**config.mk**
```make
export PLATFORM = sky130hd
export DESIGN_NAME = gcd_dispatch
export DESIGN_NICKNAME = d
export VERILOG_FILES = /design/src/rtl/gcd_pkg.sv /design/src/rtl/gcd_sync_fifo.sv /design/src/rtl/gcd_dispatch.sv
export SDC_FILE = /design/constraint.sdc
export NUM_CORES = 1
export LEC_CHECK = 0
export BUFFER_PORTS_ARGS = -buffer_cell sky130_fd_sc_hd__buf_2
export CORE_ASPECT_RATIO = 1.25
export CORE_MARGIN = 5
export CORE_UTILIZATION = 46
export CTS_CLUSTER_DIAMETER = 50
export DETAILED_ROUTE_END_ITERATION = 7
export PLACE_DENSITY = 0.67
export SKIP_LAST_GASP = 1
export SYNTH_ARGS = -nofsm -noshare
export SYNTH_HDL_FRONTEND = slang
export SYNTH_SLANG_ARGS = --single-unit
```
**constraint.sdc**
```tcl
create_clock -name clock -period 4.2 [get_ports clock]
set_clock_uncertainty 0.15 [all_clocks]
set_input_delay 0.21 -clock clock [delete_from_list [all_inputs] [get_ports clock]]
set_output_delay 0.21 -clock clock [all_outputs]
set_load 0.005 [all_outputs]
```
**src/rtl/gcd_pkg.sv**
```systemverilog
// Shared types and defaults for the GCD dispatcher: FSM states, operand-pair layout
// and the default width, queue depth and timeout.
package gcd_pkg;

    localparam int GCD_W       = 16;
    localparam int GCD_DEPTH   = 4;
    localparam int GCD_TIMEOUT = 1023;

    typedef enum logic [1:0] {
        IDLE,
        ISSUE,
        WAIT,
        HOLD
    } gcd_state_e;

    // Queue entries are packed {a, b}, with a in the upper half.
    typedef struct packed {
        logic [GCD_W-1:0] a;
        logic [GCD_W-1:0] b;
    } gcd_pair_t;

endpackage

```
**src/rtl/gcd_sync_fifo.sv**
```systemverilog
// Operand-pair FIFO with array storage and a registered head read, so the head
// becomes poppable one cycle after it is written (or after the previous pop).
module gcd_sync_fifo #(
    parameter int W2    = 32,
    parameter int DEPTH = 4
) (
    input  logic                   clk,
    input  logic                   srst,
    input  logic                   push,
    input  logic [W2-1:0]          push_data,
    input  logic                   pop,
    output logic [W2-1:0]          head_data,
    output logic [$clog2(DEPTH):0] count,
    output logic                   empty
);

    localparam int PW = $clog2(DEPTH);
    localparam logic [PW:0] FULL_COUNT = (PW + 1)'(DEPTH);

    logic [W2-1:0] mem [DEPTH];
    logic [W2-1:0] head_data_reg;
    logic [PW-1:0] wr_ptr_reg, wr_ptr_next;
    logic [PW-1:0] rd_ptr_reg, rd_ptr_next;
    logic [PW:0]   count_reg, count_next;
    logic          head_valid_reg, head_valid_next;
    logic          full;
    logic          push_ok;
    logic          pop_ok;

    assign full    = (count_reg == FULL_COUNT);
    assign push_ok = push & ~full;
    assign pop_ok  = pop & head_valid_reg;

    always_comb begin
        wr_ptr_next     = wr_ptr_reg + PW'(push_ok);
        rd_ptr_next     = rd_ptr_reg + PW'(pop_ok);
        count_next      = count_reg + (PW + 1)'(push_ok) - (PW + 1)'(pop_ok);
        // The head register reloads every cycle; it is trustworthy only when the
        // entry at rd_ptr already existed before this edge and is not being popped.
        head_valid_next = (count_reg != '0) && !pop_ok;
    end

    always_ff @(posedge clk) begin
        if (srst) begin
            wr_ptr_reg     <= '0;
            rd_ptr_reg     <= '0;
            count_reg      <= '0;
            head_valid_reg <= 1'b0;
        end else begin
            wr_ptr_reg     <= wr_ptr_next;
            rd_ptr_reg     <= rd_ptr_next;
            count_reg      <= count_next;
            head_valid_reg <= head_valid_next;
        end
    end

    always_ff @(posedge clk) begin
        if (push_ok) begin
            mem[wr_ptr_reg] <= push_data;
        end
    end

    always_ff @(posedge clk) begin
        head_data_reg <= mem[rd_ptr_reg];
    end

    assign head_data = head_data_reg;
    assign count     = count_reg;
    // "empty" here means no head is ready to pop this cycle.
    assign empty     = ~head_valid_reg;

endmodule

```
**src/rtl/gcd_dispatch.sv**
```systemverilog
// Queued ready/valid wrapper around the GCDInner engine: buffers operand pairs,
// issues one job at a time with a load pulse and returns result, operands and timeout flag.
module gcd_dispatch
    import gcd_pkg::*;
#(
    parameter int W       = GCD_W,
    parameter int DEPTH   = GCD_DEPTH,
    parameter int TIMEOUT = GCD_TIMEOUT
) (
    input  logic         clock,
    input  logic         reset,
    input  logic         io_in_valid,
    output logic         io_in_ready,
    input  logic [W-1:0] io_in_a,
    input  logic [W-1:0] io_in_b,
    output logic [W-1:0] io_eng_a,
    output logic [W-1:0] io_eng_b,
    output logic         io_eng_e,
    input  logic [W-1:0] io_eng_z,
    input  logic         io_eng_v,
    output logic         io_out_valid,
    input  logic         io_out_ready,
    output logic [W-1:0] io_out_z,
    output logic [W-1:0] io_out_a,
    output logic [W-1:0] io_out_b,
    output logic         io_out_err
);

    localparam int CNT_W = $clog2(DEPTH) + 1;
    localparam int TW    = (TIMEOUT > 0) ? $clog2(TIMEOUT + 1) : 1;
    localparam logic [CNT_W-1:0] FIFO_FULL  = CNT_W'(DEPTH);
    localparam logic [TW-1:0]    WAIT_LIMIT = TW'(TIMEOUT);

    gcd_state_e   state_reg, state_next;
    logic [TW-1:0] wait_cnt_reg, wait_cnt_next;
    logic [W-1:0] eng_a_reg, eng_a_next;
    logic [W-1:0] eng_b_reg, eng_b_next;
    logic         out_valid_reg, out_valid_next;
    logic [W-1:0] out_z_reg, out_z_next;
    logic [W-1:0] out_a_reg, out_a_next;
    logic [W-1:0] out_b_reg, out_b_next;
    logic         out_err_reg, out_err_next;

    logic [2*W-1:0]   fifo_head;
    logic [CNT_W-1:0] fifo_count;
    logic             fifo_empty;
    logic             fifo_push;
    logic             fifo_pop;
    logic             load_head;

    // No pass-through when full: ready follows the registered count only.
    assign io_in_ready = (fifo_count != FIFO_FULL);
    assign fifo_push   = io_in_valid & io_in_ready;

    gcd_sync_fifo #(
        .W2   (2 * W),
        .DEPTH(DEPTH)
    ) u_fifo (
        .clk      (clock),
        .srst     (reset),
        .push     (fifo_push),
        .push_data({io_in_a, io_in_b}),
        .pop      (fifo_pop),
        .head_data(fifo_head),
        .count    (fifo_count),
        .empty    (fifo_empty)
    );

    always_comb begin
        state_next     = state_reg;
        wait_cnt_next  = wait_cnt_reg;
        eng_a_next     = eng_a_reg;
        eng_b_next     = eng_b_reg;
        out_valid_next = out_valid_reg;
        out_z_next     = out_z_reg;
        out_a_next     = out_a_reg;
        out_b_next     = out_b_reg;
        out_err_next   = out_err_reg;
        fifo_pop       = 1'b0;
        load_head      = 1'b0;

        case (state_reg)
            IDLE: begin
                load_head = ~fifo_empty;
            end
            ISSUE: begin
                state_next    = WAIT;
                wait_cnt_next = '0;
            end
            WAIT: begin
                // io_eng_v is only trusted here; in ISSUE it may still be the previous job's.
                if (io_eng_v) begin
                    out_z_next     = io_eng_z;
                    out_err_next   = 1'b0;
                    out_valid_next = 1'b1;
                    state_next     = HOLD;
                end else if (wait_cnt_reg == WAIT_LIMIT) begin
                    out_z_next     = '0;
                    out_err_next   = 1'b1;
                    out_valid_next = 1'b1;
                    state_next     = HOLD;
                end else begin
                    wait_cnt_next = wait_cnt_reg + TW'(1);
                end
            end
            HOLD: begin
                if (io_out_ready) begin
                    out_valid_next = 1'b0;
                    load_head      = ~fifo_empty;
                    state_next     = fifo_empty ? IDLE : HOLD;
                end
            end
            default: begin
                state_next = IDLE;
            end
        endcase

        if (load_head) begin
            fifo_pop   = 1'b1;
            state_next = ISSUE;
            eng_a_next = fifo_head[2*W-1:W];
            eng_b_next = fifo_head[W-1:0];
            out_a_next = fifo_head[2*W-1:W];
            out_b_next = fifo_head[W-1:0];
        end
    end

    always_ff @(posedge clock) begin
        if (reset) begin
            state_reg     <= IDLE;
            wait_cnt_reg  <= '0;
            eng_a_reg     <= '0;
            eng_b_reg     <= '0;
            out_valid_reg <= 1'b0;
            out_z_reg     <= '0;
            out_a_reg     <= '0;
            out_b_reg     <= '0;
            out_err_reg   <= 1'b0;
        end else begin
            state_reg     <= state_next;
            wait_cnt_reg  <= wait_cnt_next;
            eng_a_reg     <= eng_a_next;
            eng_b_reg     <= eng_b_next;
            out_valid_reg <= out_valid_next;
            out_z_reg     <= out_z_next;
            out_a_reg     <= out_a_next;
            out_b_reg     <= out_b_next;
            out_err_reg   <= out_err_next;
        end
    end

    assign io_eng_a     = eng_a_reg;
    assign io_eng_b     = eng_b_reg;
    assign io_eng_e     = (state_reg == ISSUE);
    assign io_out_valid = out_valid_reg;
    assign io_out_z     = out_z_reg;
    assign io_out_a     = out_a_reg;
    assign io_out_b     = out_b_reg;
    assign io_out_err   = out_err_reg;

endmodule
```
; ---- Word-level counts from Yosys, hierarchy flattened
; Memories as Yosys holds them, arrays and structs flattened. A register that Yosys moved wholly into a read port is not among the register bits.
; Index checks and enable logic that the tools add are counted.
; Widths: inputs -> output; s select.
[totals]
output_inout_bits = 84
mem_count = 1
in_bits = 53
latchBits = 0
mem_bits_ro = 0
ramBits = 128
register_bits = 70
[classes]
order_cmp = 0
n_shift = 0
div = 0
n_eq_ne = 12
mux = 21
n_reduce_logical = 15
n_addsub = 5
mul = 0
bitwise_logic = 4
[mem_list]
columns = name, words, width, read_ports, rd_clocked_by_memory_dff, write_ports, line_no
row1 = u_fifo.mem, 4, 32, 1, 1, 1, gcd_sync_fifo.sv:20  ; logic [W2-1:0] mem [DEPTH];
[op_table]
columns = cell, count
row1 = $mux 16, 2
row2 = $mux 10, 2
row3 = $pmux 10 s2, 1
row4 = $reduce_and 3->1, 4
row5 = $add 10x1->10 const B, 1
row6 = $eq 10x10->1 const B, 1
row7 = $mux 1, 9
row8 = $ne 3x3->1 const B, 3
row9 = $mux 2, 4
row10 = $ne 2x2->1 const B, 3
row11 = $pmux 2 s3, 1
row12 = $reduce_bool 2->1, 3
row13 = $reduce_bool 3->1, 2
row14 = $add 2x1->2, 2
row15 = $eq 2x2->1 const B, 2
row16 = $ne 4x4->1 const B, 1
row17 = $pmux 1 s2, 2
row18 = $reduce_bool 4->1, 1
row19 = $add 3x1->3, 1
row20 = $and 1x1->1, 3
row21 = $eq 3x3->1 const B, 1
row22 = $sub 3x1->3, 1
row23 = $eq 2x1->1 const B, 1
row24 = $logic_not 2->1, 1
row25 = 5 further kinds, 5

; ---- Longest topological paths before layout
; Gate-level depths: netlist of the first run.
[logic_depth]
depth_word = 6
ltp_mapped = 14
depth_no_buf = 13

; ---- By module
; From an unflattened synthesis of the first run, not the netlist that was laid out.
[hier_totals]
hier_cells = 558
area_unflattened_um2 = 8491.9
[by_module_without_submodules]
columns = mod, seq_area_each_um2, area_each_um2, cells_per_inst, n_inst
row1 = gcd_sync_fifo, 4644.5, 5705.5, 237, 1
row2 = gcd_dispatch, 1241.2, 2786.4, 321, 1

; ---- Least setup slack after synthesis of the first run
; Ideal clock, no wire load.
[synth_path]
kind = reg2reg
from = register u_fifo.count_reg[1] (netlist: u_fifo.count[1])
to = memory u_fifo.mem[2][0], enable pin
n_path_buf = 0
t_required_ns = 3.582
arrival_ns = 3.002
period_less_slack_ns = 3.620
path_stages_with_launch = 5
path_slack_ns = 0.580
cell_sequence = dfxtp_1 nor2_1 nand2_1 nand2_1 nor3b_1
[synth_between]
elab_chain_len = 5
elab_cells_between_ends = 7
cone_classes = eq/ne (2) / mux (2) / bitwise (3)
[synth_rtl]
columns = element, line_no
row1 = "start, declared", gcd_sync_fifo.sv:24  ; logic [PW:0] count_reg, count_next;
row2 = "start signal, assigned", gcd_sync_fifo.sv:52  ; count_reg <= count_next;
row3 = $ne 3x3->1, gcd_dispatch.sv:52  ; assign io_in_ready = (fifo_count != FIFO_FULL);
row4 = net io_in_ready, gcd_dispatch.sv:13  ; output logic io_in_ready,
row5 = $and 1x1->1, gcd_dispatch.sv:53  ; assign fifo_push = io_in_valid & io_in_ready;
row6 = $and 1x1->1, gcd_sync_fifo.sv:31  ; assign push_ok = push & ~full;
row7 = $mux 1, gcd_sync_fifo.sv:58  ; if (push_ok) begin
row8 = $mux 1 (not written as such), gcd_sync_fifo.sv:59  ; mem[wr_ptr_reg] <= push_data;
row9 = "end, declared", gcd_sync_fifo.sv:20
; The timed path passes the listed nets, and every way through them passes these cells.

; ---- Worst setup path after layout of the first run
[layout_path]
from = register state_reg[0]
to = register u_fifo.count_reg[2] (netlist: u_fifo.count[2])
[layout_between]
elab_chain_len = 5
elab_cells_between_ends = 6
cone_classes = add/sub (1) / eq/ne (1) / mux (2) / bitwise (1) / reduce/logical (1)
[layout_rtl]
columns = element, line_no
row1 = "start, declared", gcd_dispatch.sv:34  ; gcd_state_e state_reg, state_next;
row2 = "start signal, assigned", gcd_dispatch.sv:140  ; state_reg <= state_next;
row3 = $eq 2x2->1 / $logic_not 2->1 (equally long branches), gcd_dispatch.sv:82  ; case (state_reg)
row4 = $pmux 1 s2 *, gcd_dispatch.sv:82
row5 = $mux 1 *, gcd_dispatch.sv:118  ; if (load_head) begin
row6 = $and 1x1->1 *, gcd_sync_fifo.sv:32  ; assign pop_ok = pop & head_valid_reg;
row7 = $sub 3x1->3 *, gcd_sync_fifo.sv:37  ; count_next = count_reg + (PW + 1)'(push_ok) - (PW + 1)'(pop_ok);
; Mark *: on every way between the ends. The rest lies on a longest branch, timed or not.
; A chain may end at the register's enable or synchronous reset.

==> reports/summary.txt, run 1 <==
Status = completed
Worst setup path start = state_reg[0]
Yosys top cell area share = 46.0%
Pin count of the biggest net entering global routing = 60
DRT iter0 DRCs = 251
Syn. warnings = 0
Die extent in x = 131 microns
Largest family of logic cells by synthesized area = multiplexers
Syn avg cell area = 14.9 sq um
Worst path top cell family by delay = adder cells
Required time of the critical path = 4.41 ns
Synth cell count leaders = edfxtp_1, dfxtp_1, nand2_1
Initial Utilization = 46.5%
Seq/Total Area, Yosys = 70.5%
Port bufs = 136
Max clock buf depth = 3
Synth Area in XOR/XNOR = 0.524%
Register bit total from synthesis = 230
Maximum VDD drop = 0.000312 V
Core area = 18000 sq um
Post-Synthesis Cells = 561
Diode count = 0
Critical Path Slowest Stage Cell = ha_1
Share of cells above drive strength 1 = 30.8%
Crit path arrival time = 3.17 ns
Post-Synth Adder-Cell Area = 1.59%
Vias per inst = 5.21
Critical path startpoint category = flop
Post-Route WL = 16700 microns
Post-layout net count = 783
Final Max Slew Viols = 0
Placed insts = 873
Detail Route Antenna Nets = 0
CTS root buf = clkbuf_16
Fin cells = 965
Worst-margin pin slew = 1.08 ns
Clock transition at the registers of the reported paths = 0.06 ns
# clock sinks = 230
Number of synthesized flops with an enable pin = 128
Critical Path Max Stage Delay = 0.40 ns
Post-Synthesis Cell Area = 8350 sq um
Pwr/cell area = 596 nW/um^2
Worst hold path class = input pin to flop
Critical Path End Type = flop
Setup TNS = 0 ns
Crit-path max FO = 9
Largest area contributor in the netlist = edfxtp_1
Die area = 21000 sq um
CTS buffer count = 23
RSZ-0062 raised after global routing = false
Tot GR Track Use = 15.9%
GPL Wtd Cong = 0.781
Final Cycle Share = 70.7%
I/O Pins = 137
Peak Freq = 337 MHz
Cell Chain, Critical Path = inv_1, ha_1, clkinv_1, nand3b_1, inv_2, ha_1, inv_1, ha_1, inv_1, fa_1, xor2_1, xnor2_1, nor2_1
Simple-Gate Fraction of Synth Area = 7.25%
Via count = 5032
Skew-Pair Late Insertion Delay = 0.50 ns
Total grt overflow = 0
First-pass GRT wire length = 26900 microns
Primary FF master, synth = edfxtp_1
WL/cell = 17.3 microns
FF-to-FF Start = state_reg[0]
Post-synthesis mux area share = 8.63%
Num rows = 55
Initial DRT Pass Iterations = 4
Synthesis-to-finish area growth = 23.2%
Post-route DRC = 0
Final Setup Violations = 0
Detailed placer's ending HPWL = 10300 microns
Final Hold Fails = 0
Leak = 0.00386 uW
Vias in the first global route = 5250
Largest cells by area after synthesis = edfxtp_1, dfxtp_1, mux4_2, nand2_1, buf_4
Die Ht = 161 microns
Critical path buffers and inverters = 5
Compound-gate portion of the synthesized area = 6.90%
H-tree depth reported by CTS = 1
Clock tree from TritonCTS = yes
Slew HR = 27.7%
Asr flop ratio synth = 0%
Initial antenna violation count = 0
Critical path class = flop to flop
Max Cap Viol = 0
Most common cell in the synthesized netlist = edfxtp_1
Number of distinct library cells after synthesis = 53
Min cycle time layout = 2.97 ns
Min-delay src = io_in_valid
Synth Net Count = 624
Post-CTS sizing = 0
Max FFs per register = 128
## report_power, final
group | switching [uW] | internal (uW)
clock | 829 | 1180
combinational | 581 | 552
sequential | 215 | 2780
## layout make-up
type | count | area, sq um
multi-input cells | 262 | 2100
repair buffers | 192 | 1230
well taps | 228 | 285
fillers | 1404 | 7660
clock buffers | 28 | 616
clock inverters | 14 | 141
flip-flops and latches | 230 | 5890
inverters | 11 | 41.3
## tightest hold or removal path: stages
cell and delay [ns]:
buf_2 0.08, nand2_1 0.09, inv_1 0.13, ha_1 0.13
nor2b_1 0.11
## per-layer routing
metal	GRT usage (%)	wire [microns]	part of all wire, %
met1	19.1	6610	40
met2	28.7	8780	53
met3	2.99	955	5.7
met4	4.91	351	2.1
met5	0	0	0
## path summary, 6_finish.rpt
path / end / slack (ns) / depth (start not counted)
setup / recovery: u_fifo.count[2] / 1.23 / 13
hold / removal: u_fifo.wr_ptr_reg[0] / 0.13 / 5
setup reg to reg: u_fifo.count[2] / 1.23 / 13
hold reg to reg: io_out_b[5] / 0.28 / 2
## logic make-up (layout without fill, tap and decap cells)
group           after synthesis  after routing
fa+ha+maj                    10             10
compound gates               87             87
flops                       230            230
mux                          32             32
xor+xnor                      5              5
simple gates                128            128
buf+inv                      69            245
## per-stage QoR
stage | total power, uW | hold slack [ns] | worst slack, ns | instance area [sq um] | util (%)
after floorplan | 3810 | 0.159 | 0.580 | 8350 | -
after global placement | 4120 | 0.269 | 1.40 | 9040 | 50.3
after detailed placement | 4170 | 0.276 | 1.22 | 9040 | 50.3
after CTS | 6230 | 0.119 | 1.20 | 10300 | 57.3
after global routing | 6490 | 0.204 | 1.01 | 10300 | 57.3
final | 6140 | 0.127 | 1.23 | 10300 | 57.3
## cell usage in the layout (no fill, tap or decap), types with 4 or more instances in the layout
cell	netlist	routed
buf_2	8	136
edfxtp_1	128	128
dfxtp_1	102	100
nand2_1	80	80
dlygate4sd3_1	0	50
a21oi_1	39	39
mux4_2	32	32
clkbuf_16	0	24
a22o_1	16	16
inv_1	9	9
ha_1	9	9
nor2_1	9	8
a31oi_1	8	8
nand3_1	6	6
clkinv_2	0	6
buf_4	32	6
xnor2_1	4	4
or4_1	4	4
o21ai_0	4	4
clkbuf_1	13	4
## timing repair
action	in CTS	in global routing
hold buffers	50	0
buffers inserted	0	0
hold endpoints to repair	147	0
No activity file was read; power rests on OpenSTA's default activity.
==> inputs of run 2 (changes only) <==
Clock period 4.2 ns to 3 ns, I/O delays scaled along.
==> run 2 against run 1 <==
  * Die area did not move
  * Highest routed layer unchanged
  * Critical path depth did not move
  * Maximum frequency rose by 9.1%
  * Cell area rose by 0.79%
  * Critical endpoint unchanged
  * Wire length rose by 2.1%
==> reports/summary.txt, run 2 (synthesized netlist as in run 1, its figures left out) <==
Total power = 8650 uW
Diode count = 0
Critical path buffers and inverters = 5
Initial DRT Pass Iterations = 6
Worst hold path class = input pin to flop
Final Cycle Share = 90.7%
Final Setup Violations = 0
Tot GR Track Use = 16.4%
CTS root buf = clkbuf_16
Initial antenna violation count = 0
Hold path depth = 5
Skew-Pair Late Insertion Delay = 0.51 ns
H-tree depth reported by CTS = 1
Setup TNS = 0 ns
FF-to-FF Start = state_reg[0]
Max FFs per register = 128
GPL Wtd Cong = 0.792
Port bufs = 136
R2R depth = 13
Max clock buf depth = 3
Worst-margin pin slew = 1.19 ns
Final Instance Area = 10400 sq um
I/O Pins = 137
DRT iter0 DRCs = 283
Leak = 0.00388 uW
WL/cell = 17.6 microns
Post-route DRC = 0
Commonest non-fill, non-tap cells in the layout = buf_2, edfxtp_1, dfxtp_1
Commonest non-fill, non-tap cell in the layout = buf_2
Crit-path max FO = 6
Core Util, Final = 57.8%
Detailed placer's ending HPWL = 10700 microns
RSZ-0062 raised after global routing = false
Min cycle time layout = 2.72 ns
Clock transition at the registers of the reported paths = 0.06 ns
Cell Chain, Critical Path = inv_1, ha_1, clkinv_1, nand3b_1, inv_2, ha_1, inv_1, ha_1, inv_1, fa_1, xor2_1, xnor2_1, nor2_1
Via count = 5064
Setup slack at placement = 0.296 ns
Die Ht = 161 microns
Crit path arrival time = 2.91 ns
Final Hold Fails = 0
Setup slack, reg-to-reg = 0.28 ns
Synthesis-to-finish area growth = 24.2%
Slew HR = 20.4%
Initial Utilization = 46.5%
Clock tree from TritonCTS = yes
Vias in the first global route = 5300
Critical Path End Type = flop
Total grt overflow = 0
Die area = 21000 sq um
CTS buffer count = 23
# clock sinks = 230
Critical path startpoint category = flop
Die extent in x = 131 microns
Final Max Slew Viols = 0
Required time of the critical path = 3.19 ns
Core area = 18000 sq um
Peak Freq = 368 MHz
Share of cells above drive strength 1 = 30.7%
Pin count of the biggest net entering global routing = 60
Min-Delay Endpoint = u_fifo.count[0]
Pwr/cell area = 834 nW/um^2
Detail Route Antenna Nets = 0
Status = completed
Post-layout net count = 789
Vias per inst = 5.22
Post-CTS sizing = 0
Max Cap Viol = 0
Min-delay src = io_in_valid
Critical Path Slowest Stage Cell = ha_1
Worst path top cell family by delay = adder cells
DP Area = 9130 sq um
Post-Route WL = 17000 microns
Maximum VDD drop = 0.000501 V
Worst reg2reg path endpoint = u_fifo.count[2]
Critical Path Max Stage Delay = 0.40 ns
Critical path class = flop to flop
Final worst slack = 0.279 ns
First-pass GRT wire length = 27500 microns
Num rows = 55
[run 2: repair_timing]
action | in CTS | in global routing
buffers inserted | 0 | 0
hold buffers | 50 | 0
hold endpoints to repair | 150 | 0
[run 2: how the worst max path moves through the flow]
stage / slack [ns] / end / cells past startpoint / start
finish: 0.28 / u_fifo.count[2] / 13 / state_reg[0]
global route: 0.08 / u_fifo.count[2] / 13 / state_reg[0]
CTS: 0.28 / u_fifo.count[2] / 13 / state_reg[0]
detailed placement: 0.30 / u_fifo.count[2] / 13 / state_reg[0]
global placement: 0.39 / u_fifo.count[2] / 13 / state_reg[0]
floorplan: 0.06 / u_fifo.count[2] / 14 / state_reg[0]
[run 2: layout make-up]
type | instances | area (sq um)
Timing Repair Buffer | 198 | 1310
Fill cell | 1425 | 7580
Multi-Input combinational cell | 262 | 2110
Tap cell | 228 | 285
Sequential cell | 230 | 5890
Clock buffer | 32 | 639
Inverter | 11 | 41.3
Clock inverter | 9 | 104
[run 2: metal layers]
layer  vias up  global-route usage, %  wire length (microns)
met3        24                   2.96                    997
met1      2485                   20.4                   6950
met2       158                   28.9                   8820
met4         0                   4.68                    269
met5         -                      0                      0
li1       2397                      -                      -
[run 2: stage by stage]
stage / std cells / hold slack (ns)
after CTS: 970 / 0.189
after floorplan: 561 / 0.0989
after global placement: 879 / 0.210
final: 970 / 0.184
after detailed placement: 879 / 0.217
after global routing: 970 / 0.225
[run 2: power by group]
part / internal, uW / switching (uW) / total, uW
Sequential: 3890 / 302 / 4190
Clock: 1660 / 1130 / 2790
Combinational: 829 / 839 / 1670
[run 2: worst register-to-register path, stage by stage (launching register included)]
cell and delay, ns:
dfxtp_1 0.37, inv_1 0.11, ha_1 0.40, clkinv_1 0.12
nand3b_1 0.13, inv_2 0.05, ha_1 0.26, inv_1 0.06
ha_1 0.14, inv_1 0.05, fa_1 0.37, xor2_1 0.17
xnor2_1 0.13, nor2_1 0.06
==> inputs of run 3 (changes only) <==
Settings changed: PLACE_DENSITY 0.67 to default, PLACE_DENSITY_LB_ADDON from default to 0.3.
Clock period 3 ns to 2.9 ns, I/O delays scaled along.
==> run 3 against run 2 <==
  * Flip-flop and latch count unchanged
  * Hold slack better by 0.012 ns
  * Setup slack worse by 0.10 ns
  * Critical path depth stayed put
  * Wire length is 0.87% higher
  * Die area did not move
  * Via count up 0.14%
  * Clock power grew 10%
  * Sequential share of layout area fell by 0.34 points
  * Register-to-register slack got worse by 0.10 ns
  * Maximum frequency about the same
  * Critical path type unchanged
  * Critical endpoint unchanged
  * Largest power group unchanged
  * Highest routed layer unchanged
==> reports/summary.txt, run 3 (synthesized netlist as in run 1, its figures left out) <==
Die extent in x = 131 microns
RSZ-0062 raised after global routing = false
Slew HR = 37.6%
Post-CTS sizing = 0
Max clock buf depth = 3
Setup TNS = 0 ns
# clock sinks = 230
GPL Wtd Cong = 0.805
R2R depth = 13
Critical path depth = 13
Commonest non-fill, non-tap cells in the layout = buf_2, edfxtp_1, dfxtp_1
Critical path startpoint category = flop
Status = completed
Synthesis-to-finish area growth = 25.0%
H-tree depth reported by CTS = 1
Min cycle time layout = 2.72 ns
Cell Chain, Critical Path = inv_1, ha_1, clkinv_2, nand3b_1, inv_2, ha_1, inv_1, ha_1, inv_1, fa_1, xor2_1, xnor2_1, nor2_1
Worst path top cell family by delay = adder cells
Diode count = 0
Die area = 21000 sq um
Setup slack at placement = 0.208 ns
Post-route DRC = 0
Clock transition at the registers of the reported paths = 0.06 ns
Critical path buffers and inverters = 5
Max FFs per register = 128
WL/cell = 17.6 microns
I/O Pins = 137
Share of cells above drive strength 1 = 31.1%
Initial antenna violation count = 0
Combinational share of power = 19.5%
Sw Share = 25.9%
Post-Route WL = 17200 microns
CTS root buf = clkbuf_16
Tot GR Track Use = 16.5%
Final worst slack = 0.178 ns
Clock Power Share = 33.6%
First-pass GRT wire length = 27500 microns
Hold path depth = 5
Core area = 18000 sq um
Detail Route Antenna Nets = 0
Final Hold Fails = 0
Port bufs = 136
Skew-Pair Late Insertion Delay = 0.50 ns
Post-layout net count = 793
Int Pwr = 6780 uW
Via count = 5071
Final Max Slew Viols = 0
Critical Path Slowest Stage Cell = dfxtp_1
Crit-path max FO = 9
Critical Path Max Stage Delay = 0.37 ns
DRT iter0 DRCs = 387
Setup Fix Bufs, Post-CTS = 0
Total grt overflow = 0
Leak = 0.00392 uW
Commonest non-fill, non-tap cell in the layout = buf_2
Required time of the critical path = 3.11 ns
Pwr/cell area = 876 nW/um^2
Maximum VDD drop = 0.000398 V
CTS buffer count = 23
Final Cycle Share = 93.9%
Worst hold path class = input pin to flop
Vias per inst = 5.21
Max Cap Viol = 0
Detailed placer's ending HPWL = 10600 microns
Seq pwr share = 46.9%
Clock tree from TritonCTS = yes
Initial DRT Pass Iterations = 5
Total power = 9140 uW
Pin count of the biggest net entering global routing = 44
Num rows = 55
P_sw = 2360 uW
Die Ht = 161 microns
Peak Freq = 367 MHz
Critical Path End Type = flop
Vias in the first global route = 5311
Critical path class = flop to flop
Initial Utilization = 46.5%
Crit path arrival time = 2.93 ns
CTS Hold Buffers Added = 52
Final Setup Violations = 0
Worst-margin pin slew = 0.936 ns
[run 3: changes by cell type in the layout (fill, tap and decap cells not counted)]
cell           before  now
clkbuf_8            3    0
buf_4               9   13
buf_12              3    1
clkinv_4            0    1
clkinv_1            3    4
clkinv_2            1    3
clkinvlp_4          3    2
dlygate4sd3_1      50   52
clkbuf_1            6    3
bufinv_16           2    5
[run 3: metal layers]
| metal | routed length (microns) | GRT usage (%) | vias to the layer above |
|---|---|---|---|
| li1 | - | - | 2406 |
| met1 | 6740 | 20.1 | 2481 |
| met2 | 9090 | 29.6 | 170 |
| met3 | 1080 | 2.76 | 14 |
| met4 | 281 | 4.63 | 0 |
| met5 | 0 | 0 | - |
[run 3: power groups by stage]
stage / clock [uW] / sequential [uW] / combinational [uW]
after floorplan: 0 / 4290 / 1240
after global placement: 0 / 4320 / 1700
after detailed placement: 0 / 4350 / 1750
after CTS: 3150 / 4290 / 1820
after global routing: 3300 / 4350 / 1980
final: 3080 / 4290 / 1780
[run 3: path summary, 6_finish.rpt]
check	startpoint	to	slack (ns)
worst min register to register	u_fifo.head_data[1]	io_out_b[1]	0.28
worst max-delay path	state_reg[0]	u_fifo.count[2]	0.18
worst min-delay path	io_in_valid	u_fifo.wr_ptr_reg[0]	0.20
worst max register to register	state_reg[0]	u_fifo.count[2]	0.18
[run 3: worst reg2reg max path: stages (launching register included)]
cell and delay (ns):
dfxtp_1 0.37, inv_1 0.11, ha_1 0.33, clkinv_2 0.14
nand3b_1 0.15, inv_2 0.05, ha_1 0.27, inv_1 0.06
ha_1 0.14, inv_1 0.05, fa_1 0.37, xor2_1 0.18
xnor2_1 0.14, nor2_1 0.07
[run 3: through the flow]
| stage | util (%) | hold slack, ns | instances | instance area, sq um |
|---|---|---|---|---|
| 3_5_place_dp | 50.8 | 0.214 | 881 | 9130 |
| 3_3_place_gp | 50.8 | 0.207 | 881 | 9130 |
| 2_1_floorplan | - | 0.0939 | 561 | 8370 |
| 4_1_cts | 58.1 | 0.170 | 974 | 10400 |
| 5_1_grt | 58.1 | 0.205 | 974 | 10400 |
| 6_report | 58.1 | 0.196 | 974 | 10400 |
[run 3: layout make-up]
cell class                      count  area (sq um)
Clock buffer                       26           587
Clock inverter                     15           208
Fill cell                        1372          7520
Inverter                           11          42.5
Multi-Input combinational cell    262          2110
Sequential cell                   230          5890
Tap cell                          228           285
Timing Repair Buffer              202          1320
